==> src/rtl/id_stage_pipe_pkg.sv <==
// Shared decode-stage definitions: opcode map, default implicit registers and
// the small select encodings passed from the decoder to the operand muxes.
package id_stage_pipe_pkg;

  typedef enum logic [3:0] {
    OP_ADD  = 4'h0,
    OP_SUB  = 4'h1,
    OP_NAND = 4'h2,
    OP_XOR  = 4'h3,
    OP_INC  = 4'h4,
    OP_SRA  = 4'h5,
    OP_SRL  = 4'h6,
    OP_SLL  = 4'h7,
    OP_SW   = 4'h8,
    OP_LW   = 4'h9,
    OP_LHB  = 4'hA,
    OP_LLB  = 4'hB,
    OP_B    = 4'hC,
    OP_CALL = 4'hD,
    OP_RET  = 4'hE,
    OP_ILL  = 4'hF
  } opcode_e;

  localparam int DS_REG_DEF = 14;
  localparam int SP_REG_DEF = 15;

  typedef enum logic {
    A1_ZERO,
    A1_S0
  } alu1_sel_e;

  typedef enum logic [1:0] {
    A2_ZERO,
    A2_S1,
    A2_IMM
  } alu2_sel_e;

  typedef enum logic [1:0] {
    DST_NONE,
    DST_RD,
    DST_SP
  } dest_e;

endpackage

==> src/rtl/id_stage_pipe_decode.sv <==
// Combinational instruction decoder: source addresses and use flags, operand
// selects, extended immediate, destination and illegal-opcode detection.
module id_stage_pipe_decode
  import id_stage_pipe_pkg::*;
#(
  parameter int DATA_W    = 16,
  parameter int RF_ADDR_W = 4,
  parameter int DS_REG    = DS_REG_DEF,
  parameter int SP_REG    = SP_REG_DEF
) (
  input  logic [15:0]          instr,
  output logic [RF_ADDR_W-1:0] s0_addr,
  output logic [RF_ADDR_W-1:0] s1_addr,
  output logic                 s0_used,
  output logic                 s1_used,
  output alu1_sel_e            alu1_sel,
  output alu2_sel_e            alu2_sel,
  output logic [DATA_W-1:0]    imm,
  output logic [RF_ADDR_W-1:0] rd,
  output logic                 wr,
  output logic                 illegal
);

  localparam logic [RF_ADDR_W-1:0] DS_ADDR = RF_ADDR_W'(DS_REG);
  localparam logic [RF_ADDR_W-1:0] SP_ADDR = RF_ADDR_W'(SP_REG);

  logic [RF_ADDR_W-1:0] f_hi, f_mid, f_lo;
  dest_e                dst;

  assign f_hi  = RF_ADDR_W'(instr[11:8]);
  assign f_mid = RF_ADDR_W'(instr[7:4]);
  assign f_lo  = RF_ADDR_W'(instr[3:0]);

  always_comb begin
    s0_addr  = '0;
    s1_addr  = '0;
    s0_used  = 1'b0;
    s1_used  = 1'b0;
    alu1_sel = A1_ZERO;
    alu2_sel = A2_ZERO;
    imm      = '0;
    dst      = DST_NONE;
    illegal  = 1'b0;
    unique case (opcode_e'(instr[15:12]))
      OP_ADD, OP_SUB, OP_NAND, OP_XOR: begin
        s0_addr  = f_mid;  s0_used = 1'b1;
        s1_addr  = f_lo;   s1_used = 1'b1;
        alu1_sel = A1_S0;  alu2_sel = A2_S1;
        dst      = DST_RD;
      end
      OP_INC: begin
        s0_addr  = f_mid;  s0_used = 1'b1;
        alu1_sel = A1_S0;  alu2_sel = A2_IMM;
        imm      = {{(DATA_W-4){instr[3]}}, instr[3:0]};
        dst      = DST_RD;
      end
      OP_SRA, OP_SRL, OP_SLL: begin
        s0_addr  = f_mid;  s0_used = 1'b1;
        alu1_sel = A1_S0;  alu2_sel = A2_IMM;
        imm      = DATA_W'(instr[3:0]);
        dst      = DST_RD;
      end
      OP_SW: begin
        s0_addr  = f_hi;    s0_used = 1'b1;
        s1_addr  = DS_ADDR; s1_used = 1'b1;
        alu1_sel = A1_S0;   alu2_sel = A2_S1;
      end
      OP_LW: begin
        s1_addr  = DS_ADDR; s1_used = 1'b1;
        alu2_sel = A2_S1;
        dst      = DST_RD;
      end
      OP_LHB, OP_LLB: begin
        s0_addr  = f_hi;   s0_used = 1'b1;
        alu1_sel = A1_S0;  alu2_sel = A2_IMM;
        imm      = DATA_W'(instr[7:0]);
        dst      = DST_RD;
      end
      OP_B: begin
        alu2_sel = A2_IMM;
        imm      = {{(DATA_W-8){instr[7]}}, instr[7:0]};
      end
      OP_CALL, OP_RET: begin
        s0_addr  = SP_ADDR; s0_used = 1'b1;
        alu1_sel = A1_S0;   alu2_sel = A2_IMM;
        imm      = DATA_W'(1);
        dst      = DST_SP;
      end
      default: illegal = 1'b1;
    endcase

    // Non-writing instructions report rd=0 so EX never sees a stale address.
    unique case (dst)
      DST_RD:  rd = f_hi;
      DST_SP:  rd = SP_ADDR;
      default: rd = '0;
    endcase
    wr = (dst != DST_NONE);
  end

endmodule

==> src/rtl/id_stage_pipe.sv <==
// Registered decode stage: RF read, EX/MEM forwarding, load-use hazard stall
// and valid/ready handshakes towards IF and EX.
module id_stage_pipe
  import id_stage_pipe_pkg::*;
#(
  parameter int DATA_W    = 16,
  parameter int RF_ADDR_W = 4,
  parameter int DS_REG    = DS_REG_DEF,
  parameter int SP_REG    = SP_REG_DEF,
  parameter int FWD_EN    = 1
) (
  input  logic                 clk,
  input  logic                 rst,
  input  logic                 if_valid,
  output logic                 if_ready,
  input  logic [15:0]          if_instr,
  input  logic                 flush,
  output logic [RF_ADDR_W-1:0] rf_p0_addr,
  output logic [RF_ADDR_W-1:0] rf_p1_addr,
  input  logic [DATA_W-1:0]    rf_p0_data,
  input  logic [DATA_W-1:0]    rf_p1_data,
  input  logic                 ex_fwd_en,
  input  logic [RF_ADDR_W-1:0] ex_fwd_addr,
  input  logic [DATA_W-1:0]    ex_fwd_data,
  input  logic                 mem_fwd_en,
  input  logic [RF_ADDR_W-1:0] mem_fwd_addr,
  input  logic [DATA_W-1:0]    mem_fwd_data,
  output logic                 ex_valid,
  input  logic                 ex_ready,
  output logic [3:0]           ex_opcode,
  output logic [RF_ADDR_W-1:0] ex_rd,
  output logic                 ex_wr,
  output logic [DATA_W-1:0]    ex_alu1,
  output logic [DATA_W-1:0]    ex_alu2,
  output logic                 ex_illegal
);

  logic [RF_ADDR_W-1:0] s0_addr, s1_addr, dec_rd;
  logic                 s0_used, s1_used, dec_wr, dec_illegal;
  alu1_sel_e            alu1_sel;
  alu2_sel_e            alu2_sel;
  logic [DATA_W-1:0]    dec_imm;

  id_stage_pipe_decode #(
    .DATA_W   (DATA_W),
    .RF_ADDR_W(RF_ADDR_W),
    .DS_REG   (DS_REG),
    .SP_REG   (SP_REG)
  ) u_decode (
    .instr   (if_instr),
    .s0_addr (s0_addr),
    .s1_addr (s1_addr),
    .s0_used (s0_used),
    .s1_used (s1_used),
    .alu1_sel(alu1_sel),
    .alu2_sel(alu2_sel),
    .imm     (dec_imm),
    .rd      (dec_rd),
    .wr      (dec_wr),
    .illegal (dec_illegal)
  );

  assign rf_p0_addr = s0_addr;
  assign rf_p1_addr = s1_addr;

  logic                 ex_valid_q, ex_valid_d;
  logic [3:0]           ex_opcode_q, ex_opcode_d;
  logic [RF_ADDR_W-1:0] ex_rd_q, ex_rd_d;
  logic                 ex_wr_q, ex_wr_d;
  logic [DATA_W-1:0]    ex_alu1_q, ex_alu1_d;
  logic [DATA_W-1:0]    ex_alu2_q, ex_alu2_d;
  logic                 ex_illegal_q, ex_illegal_d;

  logic [1:0][RF_ADDR_W-1:0] src_addr;
  logic [1:0][DATA_W-1:0]    src_rf, src_val;
  logic [1:0]                src_used, load_use, raw_stall;
  logic                      held_load, stall, accept;

  assign src_addr  = {s1_addr, s0_addr};
  assign src_rf    = {rf_p1_data, rf_p0_data};
  assign src_used  = {s1_used, s0_used};
  assign held_load = ex_valid_q && (ex_opcode_q == OP_LW) && ex_wr_q;

  genvar gi;
  generate
    for (gi = 0; gi < 2; gi++) begin : g_src
      logic ex_hit, mem_hit;
      assign ex_hit       = src_used[gi] && ex_fwd_en  && (ex_fwd_addr  == src_addr[gi]);
      assign mem_hit      = src_used[gi] && mem_fwd_en && (mem_fwd_addr == src_addr[gi]);
      assign load_use[gi] = src_used[gi] && held_load && (ex_rd_q == src_addr[gi]);
      if (FWD_EN != 0) begin : g_fwd
        assign src_val[gi]   = ex_hit ? ex_fwd_data : (mem_hit ? mem_fwd_data : src_rf[gi]);
        assign raw_stall[gi] = 1'b0;
      end else begin : g_nofwd
        // Without bypass paths every pending write to a used source must drain first.
        assign src_val[gi]   = src_rf[gi];
        assign raw_stall[gi] = ex_hit || mem_hit;
      end
    end
  endgenerate

  assign stall    = (|load_use) || (|raw_stall);
  assign if_ready = !rst && !flush && !stall && (!ex_valid_q || ex_ready);
  assign accept   = if_valid && if_ready;

  always_comb begin
    ex_valid_d   = ex_valid_q;
    ex_opcode_d  = ex_opcode_q;
    ex_rd_d      = ex_rd_q;
    ex_wr_d      = ex_wr_q;
    ex_alu1_d    = ex_alu1_q;
    ex_alu2_d    = ex_alu2_q;
    ex_illegal_d = ex_illegal_q;
    if (flush) begin
      ex_valid_d = 1'b0;
    end else if (accept) begin
      ex_valid_d   = 1'b1;
      ex_opcode_d  = if_instr[15:12];
      ex_rd_d      = dec_rd;
      ex_wr_d      = dec_wr;
      ex_illegal_d = dec_illegal;
      ex_alu1_d    = (alu1_sel == A1_S0) ? src_val[0] : '0;
      unique case (alu2_sel)
        A2_S1:   ex_alu2_d = src_val[1];
        A2_IMM:  ex_alu2_d = dec_imm;
        default: ex_alu2_d = '0;
      endcase
    end else if (ex_ready) begin
      // Drained with nothing accepted (idle or stalled): present a bubble.
      ex_valid_d = 1'b0;
    end
  end

  always_ff @(posedge clk) begin
    if (rst) begin
      ex_valid_q   <= 1'b0;
      ex_opcode_q  <= '0;
      ex_rd_q      <= '0;
      ex_wr_q      <= 1'b0;
      ex_alu1_q    <= '0;
      ex_alu2_q    <= '0;
      ex_illegal_q <= 1'b0;
    end else begin
      ex_valid_q   <= ex_valid_d;
      ex_opcode_q  <= ex_opcode_d;
      ex_rd_q      <= ex_rd_d;
      ex_wr_q      <= ex_wr_d;
      ex_alu1_q    <= ex_alu1_d;
      ex_alu2_q    <= ex_alu2_d;
      ex_illegal_q <= ex_illegal_d;
    end
  end

  assign ex_valid   = ex_valid_q;
  assign ex_opcode  = ex_opcode_q;
  assign ex_rd      = ex_rd_q;
  assign ex_wr      = ex_wr_q;
  assign ex_alu1    = ex_alu1_q;
  assign ex_alu2    = ex_alu2_q;
  assign ex_illegal = ex_illegal_q;

endmodule

==> config.mk <==
export PLATFORM = sky130hd
export DESIGN_NAME = id_stage_pipe
export DESIGN_NICKNAME = d
export VERILOG_FILES = /design/src/rtl/id_stage_pipe_pkg.sv /design/src/rtl/id_stage_pipe_decode.sv /design/src/rtl/id_stage_pipe.sv
export SDC_FILE = /design/constraint.sdc
export NUM_CORES = 1
export LEC_CHECK = 0
export ABC_AREA = 1
export CAP_MARGIN = 20
export CORE_MARGIN = 2
export CORE_UTILIZATION = 49
export CTS_BUF_LIST = sky130_fd_sc_hd__clkbuf_4
export CTS_CLUSTER_SIZE = 10
export DETAILED_ROUTE_END_ITERATION = 6
export DONT_BUFFER_PORTS = 1
export SLEW_MARGIN = 20
export SYNTH_ARGS = -nofsm -noshare
export SYNTH_HDL_FRONTEND = slang
export SYNTH_HIERARCHICAL = 1
export SYNTH_SLANG_ARGS = --single-unit
==> constraint.sdc <==
create_clock -name clk -period 3.85 [get_ports clk]
set_clock_uncertainty 0.1 [all_clocks]
set_input_delay 0.77 -clock clk [delete_from_list [all_inputs] [get_ports clk]]
set_output_delay 0.77 -clock clk [all_outputs]
set_load 0.02 [all_outputs]
==> results.rst, run 1 <==
.. list-table::
   :header-rows: 1

   * - Metric
     - Value
   * - Result of the run
     - finished, final reports clean
   * - Final weighted congestion in routability-driven placement
     - 0.974
   * - Area added between synthesis and finish
     - 1.90%
   * - Wire length of the first global-routing pass
     - around 19000 um
   * - Power per unit of standard cell area
     - 286 nW/um^2
   * - Tcrit/Tclk final
     - 0.824
   * - Number of register bits inferred by synthesis
     - 43
   * - Initial Util
     - 0.507
   * - H-tree depth
     - 2
   * - Max-cap violation count
     - 0
   * - Critical-path maximum fanout
     - 4
   * - Synth Net Count
     - between 700 and 800
   * - Per-instance average area after synthesis
     - 5.63 sq um
   * - Dominant combinational cell family by area after synthesis
     - simple AND/OR/NAND/NOR gates
   * - Global router's overall resource usage
     - 0.287
   * - Post-synthesis mux area share
     - 0
   * - Number of nets in the final layout
     - ~740
   * - Worst voltage drop across the vdd grid
     - roughly 0.13 mV
   * - Highest cell delay on the worst timing path
     - 0.26 ns
   * - Gate count of the mapped netlist
     - approximately 660
   * - Detailed placer's ending HPWL
     - 9570 um
   * - Synth Area in XOR/XNOR
     - 0.00711
   * - Most common library cell in the layout ignoring fill and taps
     - sky130_fd_sc_hd__nand2_1
   * - Area of all placed cells without fillers
     - approximately 3800 sq um
   * - DRC
     - 0
   * - Die Footprint
     - 8250 sq um
   * - Fraction of layout cells with a size suffix above 1
     - 0.0879
   * - Worst path cell trace
     - nor2_1 -> nand2_1 -> nand2_2 -> nand2_1 -> nand2_1 -> inv_1 -> nand2_1 -> nand2_1 -> nor2_1 -> nand3_1 -> nand2_1 -> nand2_1 -> nand2_1 -> inv_1
   * - Cell row count
     - 31
   * - Setup repair after global routing missed its margin
     - false
   * - Clock root cell
     - sky130_fd_sc_hd__clkbuf_4
   * - Residual antenna-violating net count after detailed routing
     - 0
   * - Final worst path period need
     - ~3.2 ns
   * - Combined area of all synthesized cells
     - about 3700 sq um
   * - Quantity of I/O buffers inserted on ports
     - 0
   * - Number of ports placed on the die boundary
     - roughly 150
   * - Required time at the endpoint of the critical path
     - just under 3 ns
   * - Clock latency at the later pin of the worst-skew pair
     - around 0.37 ns
   * - Tot Pwr
     - around 1.1 mW
   * - Final number of setup-violating endpoints
     - 0
   * - Vias per cell
     - between 5 and 6
   * - Vias in the first global route
     - 3583
   * - Area of the core
     - about 7300 sq um
   * - Startpoint-to-endpoint class of the critical path
     - in -> out
   * - Most common cell on crit path
     - sky130_fd_sc_hd__nand2_1
   * - Largest net degree at the start of global routing
     - 31
   * - Pin slew with the least headroom to its limit
     - 0.939 ns
   * - Sequential area share after synthesis
     - 0.233
   * - Setup total negative slack
     - 0 ns
   * - Diode insertion count for antenna repair
     - 0
   * - Number of search-and-repair iterations in the first detailed-routing pass
     - 5
   * - Arrival time at the worst endpoint
     - around 2.3 ns
   * - Total number of vias
     - around 3900
   * - Wire length per cell after detailed routing
     - ~16 um
   * - Bufs on Longest Clock Path
     - 2
   * - Number of DRC markers in iteration 0
     - 248
   * - Total of warnings raised by yosys
     - 6
   * - Slew Viols, Final
     - 0
   * - Final count of hold timing violations
     - 0
   * - Number of instances resized during post-cts repair
     - 0
   * - Placement Cell Area
     - 3680 sq um
   * - Worst-case headroom to the max-slew limit
     - 0.367
   * - Startpoint type of the worst setup path
     - input pin
   * - Library cells used by synthesis
     - 32
   * - Leak pwr
     - ~1.9 nW
   * - Setup bufs post-CTS
     - 0
   * - Antenna violations before repair
     - 0
   * - Clock-pin slew on the worst setup and hold paths
     - approximately 0.14 ns
   * - CTS Buf Count
     - 5
   * - Total detailed-routing wirelength
     - around 12000 um
   * - Synth Area in Adders
     - 0.0169
   * - Slowest CP cell
     - sky130_fd_sc_hd__nand2_1
   * - Count of hold buffers inserted by post-cts repair
     - 0
   * - CTS tree
     - built
   * - Simple logic cell fraction of the synthesized area
     - 0.498
   * - Sum of overflow across all layers after global routing
     - 0
   * - Width of the die
     - just over 90 um
   * - Category of the worst setup path capture point
     - primary output
   * - Highest clock rate
     - approximately 0.32 GHz
   * - Height of the chip
     - 90.8 um
   * - Number of sinks driven by the clock tree
     - 43
   * - Worst min-delay path class
     - in -> reg
   * - Synth Area in Compound Gates
     - 0.0938
   * - Highest-count cells in the layout ignoring fill and taps
     - sky130_fd_sc_hd__nand2_1 (237), sky130_fd_sc_hd__nand3_1 (111), sky130_fd_sc_hd__inv_1 (81), sky130_fd_sc_hd__dfxtp_1 (43), sky130_fd_sc_hd__a21oi_1 (35)
Yosys cell counts (all sizes together):
cell type,number,area [sq um]
nand2,250,981
nand3,117,616
inv,86,323
dfxtp,43,861
nor2,39,186
a21oi,36,184
buf,32,199
o21ai,18,90.1
clkbuf,7,26.3
a31oi,6,37.5
ha,5,62.6
a21boi,3,22.5
nand4,3,18.8
nor3,3,26.3
o22ai,2,12.5
or2,2,12.5
xnor2,2,17.5
clkinv,1,8.76
xor2,1,8.76
per-stage QoR:
step	hold slack (ns)	setup slack (ns)	instances	util
after detailed placement	0.450	0.664	728	0.505
after floorplan	0.440	0.696	656	-
after global placement	0.448	0.669	728	0.505
final	0.353	0.678	736	0.516
after global routing	0.319	0.462	736	0.516
after CTS	0.337	0.703	736	0.516
area by class of cell:
| cell class | instances | area (sq um) |
|---|---|---|
| inverters | 87 | 332 |
| flip-flops and latches | 43 | 861 |
| fillers | 797 | 3530 |
| repair buffers | 12 | 90.1 |
| clock inverters | 3 | 43.8 |
| well taps | 99 | 124 |
| multi-input cells | 487 | 2280 |
| clock buffers | 5 | 37.5 |
kinds of logic after synthesis:
kind of cell | after synthesis
compound gates | 65
xor+xnor | 3
fa+ha+maj | 5
buf+inv | 126
flops | 43
simple gates | 414
per-layer routing:
metal	GRT usage	share of wire
met5	0	0
met4	0.0619	0.014
met3	0.0651	0.077
met2	0.441	0.44
met1	0.412	0.47
flip-flops by register name, summed over array words and instances, names as in the netlist:
register,cells
ex_alu1,16
ex_alu2,16
ex_opcode,4
ex_rd,4
ex_illegal,1
ex_valid,1
ex_wr,1
worst paths after layout:
check,from,endpoint,slack (ns),cells past startpoint
worst min-delay path,rst,ex_rd[0],0.35,1
worst max register to register,ex_rd[1],ex_alu1[1],1.66,12
worst max-delay path,if_instr[12],if_ready,0.68,14
worst min register to register,ex_illegal,ex_illegal,0.47,2
power by group:
part | internal, mW | switching [mW] | total, mW
Sequential | 0.460 | 0.0292 | 0.489
Combinational | 0.0903 | 0.198 | 0.289
Clock | 0.137 | 0.162 | 0.298
Total | 0.687 | 0.389 | 1.08
critical path, delay by kind of cell:
| kind | cells | cell delay (ns) |
|---|---|---|
| buffers and inverters | 2 | 0.26 |
| AND/OR/NAND/NOR | 12 | 1.28 |
Power figures use the tool's default switching activity.
==> run 2: changes to the inputs <==
- clock period: 3.85 -> 3.01 ns (I/O delays scaled with it)
==> run 2 against run 1 <==
Effect of this change: sequential power grew 28%; final cell count up 0.82%; first-iteration DRC count increased by 6.0%; register-to-register slack worse by 0.81 ns; critical path type unchanged; global-route usage is 0.11 points higher; clock power down 3%; critical path depth decreased by 2; highest routed layer unchanged.
==> results.rst, run 2 (synthesis gave the netlist of run 1 again) <==
.. list-table::
   :header-rows: 1

   * - Metric
     - Value
   * - Result of the run
     - finished, final reports clean (unchanged)
   * - H-tree depth
     - 2 (unchanged)
   * - Footprint of the multi-input gates
     - 2280 sq um (unchanged)
   * - Detailed placer's ending HPWL
     - 9620 um (was 9570 um)
   * - Setup repair after global routing missed its margin
     - false (unchanged)
   * - Critical register-to-register path startpoint
     - ex_rd[2] (was ex_rd[1])
   * - Highest clock rate
     - approximately 0.38 GHz
   * - Depth of the most critical reg-to-reg path
     - 11 (was 12)
   * - Diode insertion count for antenna repair
     - 0 (unchanged)
   * - Setup total negative slack
     - 0 ns (unchanged)
   * - Width of the die
     - 90.8 um (unchanged)
   * - Critical-path maximum fanout
     - 9 (was 4)
   * - Cell row count
     - 31 (unchanged)
   * - Leak pwr
     - 1.94 nW (was 1.93 nW)
   * - Post-route core utilization
     - 0.519 (was 0.516)
   * - Power per unit of standard cell area
     - 343 nW/um^2 (was 286 nW/um^2)
   * - Hold depth
     - 1 (unchanged)
   * - Sum of overflow across all layers after global routing
     - 0 (unchanged)
   * - Largest net degree at the start of global routing
     - 31 (unchanged)
   * - Max layer used
     - met4 (unchanged)
   * - Hold path endpoint
     - ex_wr (was ex_rd[0])
   * - Final number of setup-violating endpoints
     - 0 (unchanged)
   * - Most common library cell in the layout ignoring fill and taps
     - sky130_fd_sc_hd__nand2_1 (unchanged)
   * - Fraction of layout cells with a size suffix above 1
     - 0.0964 (was 0.0879)
   * - Worst path cell trace
     - nand2_1 -> nand2_2 -> a21oi_1 -> inv_1 -> nand2_1 -> nand2_1 -> nor2_1 -> nand3_1 -> nand2_1 -> nand2_1 -> nand2_1 -> inv_1 (was nor2_1 -> nand2_1 -> nand2_2 -> nand2_1 -> nand2_1 -> inv_1 -> nand2_1 -> nand2_1 -> nor2_1 -> nand3_1 -> nand2_1 -> nand2_1 -> nand2_1 -> inv_1)
   * - Total number of vias
     - 3978 (was 3933)
   * - Final worst path period need
     - around 2.7 ns
   * - Number of fill cells
     - 813 (was 797)
   * - Number of instances resized during post-cts repair
     - 0 (unchanged)
   * - WL met2
     - 5440 um (was 5240 um)
   * - Clock-pin slew on the worst setup and hold paths
     - 0.13 ns (was 0.14 ns)
   * - Launch point of the worst hold path
     - rst (unchanged)
   * - Required time at the endpoint of the critical path
     - 2.31 ns (was 2.98 ns)
   * - Count of hold buffers inserted by post-cts repair
     - 0 (unchanged)
   * - Quantity of I/O buffers inserted on ports
     - 0 (unchanged)
   * - Bufs on Longest Clock Path
     - 2 (unchanged)
   * - Number of cells in the finished layout apart from fillers
     - 742 (was 736)
   * - Area added between synthesis and finish
     - 2.47% (was 1.90%)
   * - Setup bufs post-CTS
     - 0 (unchanged)
   * - Final weighted congestion in routability-driven placement
     - 1.00 (was 0.974)
   * - Number of DRC markers in iteration 0
     - 263 (was 248)
   * - Category of the worst setup path capture point
     - primary output (unchanged)
   * - Met3 wire len
     - 1160 um (was 910 um)
   * - Startpoint type of the worst setup path
     - input pin (unchanged)
   * - Worst R2R Setup Slack
     - 0.85 ns (was 1.66 ns)
   * - Slowest CP cell
     - sky130_fd_sc_hd__a21oi_1 (was sky130_fd_sc_hd__nand2_1)
   * - Slew Viols, Final
     - 0 (unchanged)
   * - Most common cell on crit path
     - sky130_fd_sc_hd__nand2_1 (unchanged)
   * - Worst voltage drop across the vdd grid
     - 0.175 mV (was 0.126 mV)
   * - Clock latency at the later pin of the worst-skew pair
     - 0.36 ns (was 0.37 ns)
   * - Number of search-and-repair iterations in the first detailed-routing pass
     - 6 (was 5)
   * - Number of ports placed on the die boundary
     - 147 (unchanged)
   * - CTS Buf Count
     - 5 (unchanged)
   * - Register area
     - 861 sq um (unchanged)
   * - Antenna violations before repair
     - 0 (unchanged)
   * - Residual antenna-violating net count after detailed routing
     - 0 (unchanged)
   * - Number of nets in the final layout
     - 742 (was 736)
   * - Tcrit/Tclk final
     - 0.886
   * - Worst-case headroom to the max-slew limit
     - 0.298 (was 0.367)
   * - Vias per cell
     - 5.36 (was 5.34)
   * - Highest cell delay on the worst timing path
     - 0.42 ns (was 0.26 ns)
   * - Global router's overall resource usage
     - 0.288 (was 0.287)
   * - Number of cells after detailed placement
     - 734 (was 728)
   * - M1 WL
     - 5310 um (was 5550 um)
   * - CTS tree
     - built (unchanged)
   * - Arrival time at the worst endpoint
     - 1.96 ns (was 2.30 ns)
   * - Wire length per cell after detailed routing
     - 16.2 um (was 16.1 um)
   * - Initial Util
     - 0.507 (unchanged)
   * - Max-cap violation count
     - 0 (unchanged)
   * - Wire length of the first global-routing pass
     - 19100 um (was 18900 um)
   * - Pin slew with the least headroom to its limit
     - 1.04 ns (was 0.939 ns)
   * - Worst min-delay path class
     - in -> reg (unchanged)
   * - Startpoint-to-endpoint class of the critical path
     - in -> out (unchanged)
   * - Critical R2R Capture
     - ex_alu2[0] (was ex_alu1[1])
   * - DRC
     - 0 (unchanged)
   * - Clock root cell
     - sky130_fd_sc_hd__clkbuf_4 (unchanged)
   * - Die Footprint
     - 8250 sq um (unchanged)
   * - Total detailed-routing wirelength
     - 12000 um (was 11900 um)
   * - Number of sinks driven by the clock tree
     - 43 (unchanged)
   * - Height of the chip
     - 90.8 um (unchanged)
   * - Final count of hold timing violations
     - 0 (unchanged)
   * - Area of the core
     - 7290 sq um (unchanged)
   * - Vias in the first global route
     - 3715 (was 3583)
   * - Highest-count cells in the layout ignoring fill and taps
     - sky130_fd_sc_hd__nand2_1 (237), sky130_fd_sc_hd__nand3_1 (111), sky130_fd_sc_hd__inv_1 (81), sky130_fd_sc_hd__dfxtp_1 (43), sky130_fd_sc_hd__a21oi_1 (35) (unchanged)
[run 2: per-stage QoR]
stage | power [mW] | hold WS [ns] | setup slack, ns | area (sq um)
floorplan | 0.939 | 0.440 | 0.192 | 3690
global placement | 1.01 | 0.448 | 0.313 | 3730
detailed placement | 1.01 | 0.453 | 0.259 | 3730
CTS | 1.31 | 0.171 | 0.394 | 3780
global route | 1.39 | 0.162 | 0.140 | 3780
finish | 1.30 | 0.182 | 0.344 | 3780
[run 2: worst max-delay path by stage]
stage               slack, ns  cells past startpoint    endpoint         start
floorplan                0.19                     11    if_ready  if_instr[15]
global placement         0.31                     16  ex_alu2[0]  if_instr[12]
detailed placement       0.26                     14  ex_alu2[6]  if_instr[15]
CTS                      0.39                     14    if_ready  if_instr[12]
global route             0.14                     14    if_ready  if_instr[12]
finish                   0.34                     12    if_ready  if_instr[15]
[run 2: area by class of cell]
type,instances,share of cell area
clock buffers,5,0.00992
clock inverters,3,0.00529
inverters,87,0.0876
multi-input cells,487,0.601
flip-flops and latches,43,0.227
well taps,99,0.0327
repair buffers,18,0.0357
[run 2: where the power goes]
part,switching [mW],internal (mW),total [mW]
Sequential,0.0382,0.588,0.627
Combinational,0.256,0.125,0.381
Clock,0.201,0.0893,0.290
[run 2: layer usage]
layer  vias to the layer above  track usage
li1                       2020            -
met1                      1770        0.396
met2                       178        0.459
met3                        10       0.0693
met4                         0       0.0644
met5                         -            0
[run 2: critical path: cells and delay by family]
family / cells / cell delay, ns
AND/OR/NAND/NOR: 9 / 0.72
AO/OA/AOI/OAI: 1 / 0.42
buffers and inverters: 2 / 0.22
==> run 3: changes to the inputs <==
- CORE_UTILIZATION: 49 -> 45
- DONT_BUFFER_PORTS: 1 -> unset
- PLACE_DENSITY: unset -> 0.83
==> run 3 against run 2 <==
Effect of this change: the run now ends with DRC left; combinational power increased by 77%; highest routed layer unchanged; routed wire length is 16% higher; register-to-register slack gained 0.28 ns; worst setup slack got worse by 0.25 ns; sequential share of layout area is 7.5 points lower.
==> results.rst, run 3 (synthesis gave the netlist of run 1 again) <==
.. list-table::
   :header-rows: 1

   * - Metric
     - Value
   * - Result of the run
     - finished with violations (was finished, final reports clean)
   * - Violated checks
     - DRC
   * - Final number of setup-violating endpoints
     - 0 (unchanged)
   * - Power per unit of standard cell area
     - 280 nW/um^2 (was 343 nW/um^2)
   * - Critical R2R Capture
     - ex_alu1[8] (was ex_alu2[0])
   * - Final worst path period need
     - 2.91 ns (was 2.67 ns)
   * - Diode insertion count for antenna repair
     - 0 (unchanged)
   * - Clock-pin slew on the worst setup and hold paths
     - 0.14 ns (was 0.13 ns)
   * - Critical-path maximum fanout
     - 5 (was 9)
   * - Required time at the endpoint of the critical path
     - 2.31 ns (about the same)
   * - Slew Viols, Final
     - 0 (unchanged)
   * - Worst min-delay path class
     - reg -> reg (was in -> reg)
   * - Antenna violations before repair
     - 0 (unchanged)
   * - Slowest CP cell
     - sky130_fd_sc_hd__clkdlybuf4s50_1 (was sky130_fd_sc_hd__a21oi_1)
   * - Number of ports placed on the die boundary
     - 147 (unchanged)
   * - Total detailed-routing wirelength
     - 14000 um (was 12000 um)
   * - Highest cell delay on the worst timing path
     - 0.60 ns (was 0.42 ns)
   * - Highest clock rate
     - 0.343 GHz (was 0.375 GHz)
   * - Max-cap violation count
     - 0 (unchanged)
   * - Sum of overflow across all layers after global routing
     - 0 (unchanged)
   * - H-tree depth
     - 2 (unchanged)
   * - Fraction of layout cells with a size suffix above 1
     - 0.135 (was 0.0964)
   * - Number of DRC markers in iteration 0
     - 461 (was 263)
   * - Final count of hold timing violations
     - 0 (unchanged)
   * - Pin slew with the least headroom to its limit
     - 0.977 ns (was 1.04 ns)
   * - Most common cell on crit path
     - sky130_fd_sc_hd__clkdlybuf4s50_1 (was sky130_fd_sc_hd__nand2_1)
   * - Startpoint type of the worst setup path
     - input pin (unchanged)
   * - Clock latency at the later pin of the worst-skew pair
     - 0.36 ns (about the same)
   * - Die Footprint
     - 8950 sq um (was 8250 sq um)
   * - CTS tree
     - built (unchanged)
   * - Residual antenna-violating net count after detailed routing
     - 0 (unchanged)
   * - Arrival time at the worst endpoint
     - 2.21 ns (was 1.96 ns)
   * - Width of the die
     - 94.6 um (was 90.8 um)
   * - Height of the chip
     - 94.6 um (was 90.8 um)
   * - Final weighted congestion in routability-driven placement
     - 0.971 (was 1.00)
   * - Number of cells in the finished layout apart from fillers
     - 936 (was 742)
   * - Tcrit/Tclk final
     - 0.968 (was 0.886)
   * - Depth of the most critical reg-to-reg path
     - 12 (was 11)
   * - Category of the worst setup path capture point
     - primary output (unchanged)
   * - Number of cells after detailed placement
     - 928 (was 734)
   * - Worst R2R Setup Slack
     - 1.13 ns (was 0.85 ns)
   * - Number of search-and-repair iterations in the first detailed-routing pass
     - 7 (was 6)
   * - Worst-case headroom to the max-slew limit
     - 0.342 (was 0.298)
   * - Vias in the first global route
     - 4269 (was 3715)
   * - Total number of vias
     - 4758 (was 3978)
   * - Worst voltage drop across the vdd grid
     - 0.225 mV (was 0.175 mV)
   * - Detailed placer's ending HPWL
     - 11300 um (was 9620 um)
   * - Highest-count cells in the layout ignoring fill and taps
     - sky130_fd_sc_hd__nand2_1 (237), sky130_fd_sc_hd__clkdlybuf4s50_1 (140), sky130_fd_sc_hd__nand3_1 (111), sky130_fd_sc_hd__inv_1 (81), sky130_fd_sc_hd__buf_4 (55) (was sky130_fd_sc_hd__nand2_1 (237), sky130_fd_sc_hd__nand3_1 (111), sky130_fd_sc_hd__inv_1 (81), sky130_fd_sc_hd__dfxtp_1 (43), sky130_fd_sc_hd__a21oi_1 (35))
   * - Vias per cell
     - 5.08 (was 5.36)
   * - Setup total negative slack
     - 0 ns (unchanged)
   * - Area added between synthesis and finish
     - 52.6% (was 2.47%)
   * - Worst slack at placement
     - -0.567 ns (was 0.259 ns)
   * - Wire length of the first global-routing pass
     - 21500 um (was 19100 um)
   * - Wire length per cell after detailed routing
     - 14.9 um (was 16.2 um)
   * - Initial Util
     - 0.456 (was 0.507)
   * - Number of nets in the final layout
     - 930 (was 742)
   * - Number of sinks driven by the clock tree
     - 43 (unchanged)
   * - Critical register-to-register path startpoint
     - ex_rd[3] (was ex_rd[2])
   * - Launch point of the worst hold path
     - ex_alu2[10] (was rst)
   * - Number of fill cells
     - 737 (was 813)
   * - Bufs on Longest Clock Path
     - 2 (unchanged)
   * - Worst path cell trace
     - clkdlybuf4s50_1 -> inv_1 -> a21oi_1 -> buf_4 -> clkdlybuf4s50_1 (was nand2_1 -> nand2_2 -> a21oi_1 -> inv_1 -> nand2_1 -> nand2_1 -> nor2_1 -> nand3_1 -> nand2_1 -> nand2_1 -> nand2_1 -> inv_1)
   * - Hold path endpoint
     - ex_alu2[10] (was ex_wr)
   * - Setup bufs post-CTS
     - 0 (unchanged)
   * - Global router's overall resource usage
     - 0.307 (was 0.288)
   * - Area of the core
     - 8090 sq um (was 7290 sq um)
   * - Most common library cell in the layout ignoring fill and taps
     - sky130_fd_sc_hd__nand2_1 (unchanged)
   * - Hold depth
     - 2 (was 1)
   * - Setup repair after global routing missed its margin
     - false (unchanged)
   * - Quantity of I/O buffers inserted on ports
     - 146 (was 0)
   * - Startpoint-to-endpoint class of the critical path
     - in -> out (unchanged)
   * - Leak pwr
     - 2.73 nW (was 1.94 nW)
   * - Cell row count
     - 33 (was 31)
   * - Worst setup slack after layout
     - 0.0951 ns (was 0.344 ns)
   * - Largest net degree at the start of global routing
     - 30 (was 31)
   * - Clock root cell
     - sky130_fd_sc_hd__clkbuf_4 (unchanged)
   * - DRC
     - 4 (was 0)
   * - CTS Buf Count
     - 5 (unchanged)
==> run 3: cell types whose count changed in the layout (fill, tap and decap cells not counted), sizes merged <==
cell / delta
buf: +43
clkbuf: +4
dlymetal6s2s: +1
clkdlybuf4s50: +140
clkdlybuf4s15: +1
clkinvlp: -1
==> run 3: power by group <==
| part | internal (mW) | switching (mW) | leakage (nW) |
|---|---|---|---|
| combinational | 0.321 | 0.353 | 2.35 |
| clock | 0.0995 | 0.203 | 0.0317 |
| sequential | 0.588 | 0.0133 | 0.349 |
==> run 3: worst max-delay path by stage <==
stage          cells after the start  slack, ns             to    startpoint
2_1_floorplan                     11       0.19       if_ready  if_instr[15]
3_3_place_gp                      16      -0.52       if_ready  if_instr[15]
3_5_place_dp                      17      -0.57       if_ready  if_instr[15]
4_1_cts                           17       0.02       if_ready  if_instr[15]
5_1_grt                           15       0.02       if_ready   if_instr[7]
6_report                           5        0.1  rf_p1_addr[1]   if_instr[1]
==> run 3: metal layers <==
layer / track usage / share of wire / routed length [um] / vias up
li1: - / - / - / 2401
met1: 0.436 / 0.46 / 6440 / 2152
met2: 0.493 / 0.46 / 6360 / 186
met3: 0.0415 / 0.064 / 890 / 19
met4: 0.0725 / 0.020 / 280 / 0
met5: 0 / 0 / 0 / -
==> run 3: timing repair <==
item                       4_1_cts  5_1_grt
hold endpoints to repair         0        0
setup endpoints to repair        9        5
cloned                           0        0
hold buffers                     0        0
pin swaps                        1        3
gates resized for setup         12       11
==> run 3: critical path, delay by kind of cell <==
kind / cells / cell delay, ns
buf+inv: 4 / 1.33
compound gates: 1 / 0.27
==> run 3: through the flow <==
step | instance area (sq um) | power, mW | util | hold WS, ns
after floorplan | 3690 | 0.939 | - | 0.440
after global placement | 5570 | 1.27 | 0.689 | 0.354
final | 5640 | 1.58 | 0.697 | 0.375
after CTS | 5640 | 1.58 | 0.696 | 0.378
after detailed placement | 5570 | 1.28 | 0.689 | 0.356
after global routing | 5640 | 1.67 | 0.697 | 0.392
==> run 3: final cells by class <==
class	instances	area (sq um)	share of cell area
inverters	87	332	0.0588
flip-flops and latches	43	861	0.153
repair buffers	206	1960	0.347
clock buffers	6	45.0	0.00799
clock inverters	2	12.5	0.00222
multi-input cells	487	2300	0.408
well taps	105	131	0.0233
